File: config.mk
export PLATFORM = sky130hd
export DESIGN_NAME = exc_collector
export DESIGN_NICKNAME = d
export VERILOG_FILES = /design/src/rtl/exc_collector.sv
export SDC_FILE = /design/constraint.sdc
export NUM_CORES = 1
export LEC_CHECK = 0
export CAP_MARGIN = 20
export CORE_ASPECT_RATIO = 1.25
export CORE_MARGIN = 10
export CORE_UTILIZATION = 25
export CTS_CLUSTER_DIAMETER = 200
export DETAILED_ROUTE_END_ITERATION = 12
export GPL_ROUTABILITY_DRIVEN = 0
export PLACE_DENSITY = 0.42
export SYNTH_ARGS = -nofsm -noshare
export SYNTH_HDL_FRONTEND = slang
export SYNTH_SLANG_ARGS = --single-unit
File: constraint.sdc
create_clock -name clk -period 3.06 [get_ports clk]
set_clock_uncertainty 0.15 [all_clocks]
set_input_delay 0.612 -clock clk [delete_from_list [all_inputs] [get_ports clk]]
set_output_delay 0.612 -clock clk [all_outputs]
set_load 0.005 [all_outputs]
File: src/rtl/exc_collector.sv
// exc_collector
//   Carries one exception record per pipeline stage (D/E/M), merges the
//   F/D/E/M detector flags and NUM_IRQ interrupt lines, and decides
//   exception entry at M. Owns EXL, EPC, BD and the pending-interrupt
//   latch; drives flush and redirect toward CP0 / PC-select.
//
// Ports
//   clk, reset                 clock, synchronous active-high reset
//   stall                      hold D record, insert bubble into E
//   valid_f exc_f code_f pc_f bd_f   F-stage record fields
//   exc_d/code_d, exc_e/code_e, exc_m/code_m   per-stage detector flags
//   eret_m                     eret in M
//   hw_int, im, ie             interrupt lines, mask, global enable
//   take, cause                event taken this cycle and its code (0 = Int)
//   epc, bd, exl, ip           registered CP0-side state
//   flush, redirect            pipeline flush and target PC
module exc_collector #(
  parameter int              NUM_IRQ = 6,
  parameter int              AW      = 32,
  parameter logic [AW-1:0]   HANDLER = 'h0000_4180
) (
  input  logic               clk,
  input  logic               reset,
  input  logic               stall,
  input  logic               valid_f,
  input  logic               exc_f,
  input  logic [4:0]         code_f,
  input  logic [AW-1:0]      pc_f,
  input  logic               bd_f,
  input  logic               exc_d,
  input  logic [4:0]         code_d,
  input  logic               exc_e,
  input  logic [4:0]         code_e,
  input  logic               exc_m,
  input  logic [4:0]         code_m,
  input  logic               eret_m,
  input  logic [NUM_IRQ-1:0] hw_int,
  input  logic [NUM_IRQ-1:0] im,
  input  logic               ie,
  output logic               take,
  output logic [4:0]         cause,
  output logic [AW-1:0]      epc,
  output logic               bd,
  output logic               exl,
  output logic [NUM_IRQ-1:0] ip,
  output logic               flush,
  output logic [AW-1:0]      redirect
);

  typedef struct packed {
    logic          vld;
    logic          exc;
    logic [4:0]    code;
    logic [AW-1:0] pc;
    logic          bd;
  } rec_t;

  // Earliest stage wins: a record that already carries an exception keeps
  // its code; flags arriving on an invalid record are ignored.
  function automatic rec_t merge_rec(input rec_t r, input logic flag,
                                     input logic [4:0] code);
    rec_t o;
    o = r;
    if (r.vld && !r.exc && flag) begin
      o.exc  = 1'b1;
      o.code = code;
    end
    return o;
  endfunction

  // Delay-slot instructions restart at the branch; wraps modulo 2^AW.
  function automatic logic [AW-1:0] epc_of(input rec_t r);
    return r.bd ? (r.pc - AW'(4)) : r.pc;
  endfunction

  rec_t rec_f;
  rec_t rec_p0, rec_p1, rec_p2;        // D, E, M records
  rec_t mrg_p0, mrg_p1, mrg_p2;        // records with their stage flag merged
  logic irq_req;

  // F stage: record assembled straight from the fetch-side inputs
  always_comb begin
    rec_f.vld  = valid_f;
    rec_f.exc  = valid_f & exc_f;
    rec_f.code = (valid_f & exc_f) ? code_f : 5'd0;
    rec_f.pc   = pc_f;
    rec_f.bd   = bd_f;
  end

  assign mrg_p0 = merge_rec(rec_p0, exc_d, code_d);
  assign mrg_p1 = merge_rec(rec_p1, exc_e, code_e);
  assign mrg_p2 = merge_rec(rec_p2, exc_m, code_m);

  // M stage: entry decision. Interrupts outrank synchronous exceptions, and
  // a bubble in M never takes, so a pending interrupt waits for a real
  // instruction to attach EPC to.
  assign irq_req = ie & ~exl & (|(ip & im));

  always_comb begin
    take  = mrg_p2.vld & ~exl & (irq_req | mrg_p2.exc);
    cause = 5'd0;
    if (take && !irq_req)
      cause = mrg_p2.code;
  end

  assign flush = take | eret_m;

  // Redirect only matters while flushing: the handler on entry, EPC on a
  // plain eret. Idle cycles show the handler address.
  assign redirect = (eret_m & ~take) ? epc : HANDLER;

  always_ff @(posedge clk) begin
    if (reset) begin
      rec_p0 <= '0;
      rec_p1 <= '0;
      rec_p2 <= '0;
      exl    <= 1'b0;
      epc    <= '0;
      bd     <= 1'b0;
      ip     <= '0;
    end else begin
      ip <= hw_int;
      if (take) begin
        // take outranks both eret and stall
        epc    <= epc_of(mrg_p2);
        bd     <= mrg_p2.bd;
        exl    <= 1'b1;
        rec_p0 <= '0;
        rec_p1 <= '0;
        rec_p2 <= '0;
      end else if (eret_m) begin
        exl    <= 1'b0;
        rec_p0 <= '0;
        rec_p1 <= '0;
        rec_p2 <= '0;
      end else begin
        // D/E/M shift; under stall D keeps its merged record and E gets a bubble
        rec_p2 <= mrg_p1;
        rec_p1 <= stall ? '0 : mrg_p0;
        rec_p0 <= stall ? mrg_p0 : rec_f;
      end
    end
  end

endmodule
Word level (Yosys, flattened, before mapping)
Index checks and enable logic that the tools add are counted.
- input port bits: 75
- memories: 0
- latch bits: 0
- ROM bits: 0
- bits in registers: 160
- bits in writable memories: 0
- logic and storage cells: 56
- mux-type cells: 10
- order comparisons: 0
- shifts and indexed selects: 0
- eq/ne operators: 0
- add/subtract/negate cells: 1
- $mul: 0
- bitwise logic cells: 11
- divide/modulo/power cells: 0
- reductions and logical operators: 15
- operators by type and width (operator ; count):
    32-bit two-way mux ; 2
    39-bit two-way mux ; 1
    32-bit by 3-bit subtractor with 32-bit output, second input constant ; 1
    6-bit two-way mux ; 3
    5-bit two-way mux ; 2
    1-bit logical AND ; 7
    1-bit AND ; 6
    6-bit AND ; 1
    6-bit OR reduction ; 1
    1-bit logical NOT ; 4
    4-bit OR reduction ; 1
    3-bit OR reduction ; 1
    1-bit two-way mux ; 2
    1-bit NOT ; 2
    1-bit bitwise OR ; 2
    2-bit nonzero test ; 1

Longest topological paths before layout
- word-level depth: 9
- gate-level depth with buffers: 7
- mapped depth without buffers: 7

Worst setup path before layout
No wires, ideal clock.
- kind: input -> output
- start point: in im[2]
- end point: out redirect[10]
- path slack: 0.563 ns
- arrival time: 1.735 ns
- stages on the path: 6
- cell sequence: a22oi_1 > nand4_1 > nand2_1 > clkbuf_1 > clkbuf_1 > and3_1
- cells in the longest elaborated chain, start to end: 8
- ends and longest elaborated chain (what ; RTL line ; text):
    start, declared ; 38 ; input logic [NUM_IRQ-1:0] im,
    6-bit AND ; 97 ; assign irq_req = ie & ~exl & (|(ip & im));
    6-bit OR reduction ; 97 ;
    1-bit AND ; 97 ;
    1-bit bitwise OR ; 100 ; take = mrg_p2.vld & ~exl & (irq_req | mrg_p2.exc);
    1-bit AND ; 100 ;
    1-bit NOT ; 110 ; assign redirect = (eret_m & ~take) ? epc : HANDLER;
    1-bit AND ; 110 ;
    32-bit two-way mux ; 110 ;
    end, declared ; 47 ; output logic [AW-1:0] redirect
No other way between the ends.

Worst setup path in the final report
- start point: in im[5]
- end point: out redirect[2]
Same word-level chain as after synthesis.

==> impl_metrics.yaml <==
logic_synthesis:
  synth_flop_cell: "dfxtp_1"
  synth_area_leaders: "dfxtp_1 53%, mux2i_1 8.0%, and2_1 7.3%, nor2_1 5.9%, and3_1 3.0%"
  synth_cell_types: 49
  syn_area_mm2: 0.006010
  synth_largest_area_cell: "dfxtp_1"
  synth-async-reset-ratio_pct: 0
  yosysSeqAreaShare_pct: 53.30
  ys_ff_latch: 160
  netlist.area_leader.share_pct: 53.30
  synth_warnings: 0
  synth_edf_count: 0
  syn-num-nets: 679
  avgSynthCellArea_um2: 9.966
  synth_cells: 603
place:
  placed_cells: 1058
  place_area_mm2: 0.007943
  dp_hpwl_mm: 12.14
  portBuffers: 153
worst_hold_path:
  holdCritStartpoint: "mrg_p1[32]$_SDFF_PP0_"
  hp-class: "reg -> reg"
  hold_end: "mrg_p2[32]$_SDFF_PP0_"
  holdPathStages: 1
sta:
  hold_viol: 0
  rsz0062_at_grt: "no"
  fin_crit_sh_pct: 98.16
  setup_violations: 0
  slew_headroom_pct: 60.45
  period_minus_slack_ps: 3004
  drv_slew: 0
  fmax_ghz: 0.3329
  whs_ps: 273.0
  tightest_slew_ps: 593.2
setup_path:
  slowest_delay_ps: 430
  crit_buf_inv: 4
  reg2reg_slack_ps: 500
  r2r-end: "epc[29]$_SDFFE_PP0P_"
  worstReg2RegStart: "mrg_p2[0]$_SDFF_PP0_"
  crit_path_end_kind: "primary output"
  crit_required_ps: 2300
  cp.arrival_ps: 2240
  worstPathCellList: "clkdlybuf4s50_1 -> a22oi_2 -> nand4_1 -> nand2_4 -> buf_4 -> clkbuf_16 -> and3_1 -> dlygate4sd2_1"
  critPathTopFamily: "buffers and inverters"
  slowest_stage: "clkdlybuf4s50_1"
  cp_max_fo: 6
  path_class: "in -> out"
  r2r.worst_path.cells: 5
  start_kind: "input port"
job:
  max-cap-violations: 0
floorplan:
  core_mm2: 0.02373
  die_w_um: 158.7
  ios: 154
  dieHeight_um: 193.3
  die-area_mm2: 0.03068
  start_util_pct: 25.33
  num_rows: 63
layout:
  num_antenna_cells: 0
  instances_no_fill: 1096
  most-common-layout-cells: "160 x dfxtp_1, 112 x clkdlybuf4s50_1, 93 x nor2_1"
  final_nets: 837
  fill_cells: 2394
  area_growth_pct: 43.72
  final_area_mm2: 0.008637
  fin_util_pct: 36.40
  layout_commonest_cell: "dfxtp_1"
  drive_gt1_share_pct: 10.12
clock_tree:
  clkTransAtPathRegs_ps: 60
  clockRootBuffer: "clkbuf_16"
  cts_buffers: 17
  htree_levels: 4
  cts_sinks: 160
  cts_buffer_depth: 2
  cts_tree: "yes"
  holdBufCountCts: 0
  clock_latency_ps: 420
route:
  drc: 0
  wl_per_cell_um: 14.81
  vias: 4513
  dr.pass1.iters: 4
  ant_nets: 0
  drtIter0Drc: 162
  routed_wl_mm: 16.23
  viasPerCell: 4.118
pwr:
  p_total_uw: 4456
  p_leak_uw: 0.003633
  power_density_mw_per_mm2: 515.9
  max-vdd-ir-drop_v: 0.0003759
grt:
  grt_pass1_wl_mm: 25.76
  grt-ovfl-total: 0
  grt_max_degree: 61
  grt_pass1_vias: 4571
  grt.total_usage_pct: 10.60
  antenna_found_initial: 0
status:
  status: "completed"
-- registers in the layout, indices dropped and copies added (netlist names) --
| register | count |
|---|---|
| rec_p1 | 6 |
| mrg_p1 | 34 |
| epc | 32 |
| exl | 1 |
| bd | 1 |
| mrg_p0 | 34 |
| ip | 6 |
| rec_p2 | 6 |
| rec_p0 | 6 |
| mrg_p2 | 34 |
-- per-stage QoR --
step | setup TNS (ps) | worst slack, ps
after CTS | 0 | 7.188
after detailed placement | -5538 | -280.2
after global routing | 0 | 3.302
final | 0 | 56.24
after global placement | -4889 | -262.7
after floorplan | 0 | 563.4
-- routing by layer --
layer / vias to the layer above / global-route usage (%) / part of all wire (%)
met3: 24 / 3.573 / 7.4
met4: 0 / 4.077 / 1.7
met1: 2021 / 13.00 / 44
li1: 2353 / - / -
met2: 115 / 16.67 / 47
met5: - / 0 / 0
-- cell type report --
type,instances,area [um2],share of cell area [%]
tap,325,406.6,4.708
timing repair buffer,177,1759,20.37
inverter,3,11.26,0.1304
clock buffer,21,470.5,5.447
multi-input combinational,402,2680,31.03
clock inverter,8,106.4,1.231
sequential,160,3203,37.09
-- worst register-to-register path: cells and delay by family, from the launching register on --
family	cells	cell delay (ps)
xor gates and xnor gates	1	280
DFF	1	520
and+or+nand+nor	3	1360
AOI/OAI and AO/OA	1	110
-- what timing repair did --
item                                    4_1_cts  5_1_grt
gates cloned                                  1        1
endpoints found under the setup margin       38        8
resized for setup                            46        7
pin swaps                                     4        3
setup buffers                                 3        4
-- Yosys cell counts (6+ instances only) --
cell and instances:
a211oi_1 23, a211oi_2 6, a21oi_1 12, and2_1 70, and3_1 29, clkbuf_1 34
dfxtp_1 160, mux2i_1 48, nand2_1 15, nand3_1 8, nor2_1 95, nor2b_1 11
nor3_1 6, or3_1 7, xnor2_1 10, xor2_1 17
-- power by group --
part	leakage, uW	switching [uW]	internal [uW]
clock	0.000278	833	1260
combinational	0.00206	98.9	145
sequential	0.00129	12.9	2110
total	0.00363	945	3510
-- logic make-up (layout without fill, tap and decap cells) --
logic type | count (synthesis) | after routing | share of synthesized area [%]
adders and majority gates | 1 | 1 | 0.2082
xor gates and xnor gates | 27 | 27 | 3.935
and+or+nand+nor | 274 | 274 | 25.17
muxes | 49 | 49 | 8.182
AOI/OAI and AO/OA | 51 | 51 | 6.434
buffers and inverters | 41 | 209 | 2.769
DFF | 160 | 160 | 53.30
-- how the worst max path moves through the flow --
stage / slack (ps) / cells after the start / startpoint / to
floorplan: 560 / 6 / im[2] / redirect[10]
global placement: -260 / 8 / im[0] / redirect[14]
detailed placement: -280 / 8 / im[0] / redirect[8]
CTS: 7 / 8 / im[5] / redirect[8]
global route: 3 / 8 / im[0] / redirect[30]
finish: 60 / 8 / im[5] / redirect[2]
No activity file was read; power rests on OpenSTA's default activity.
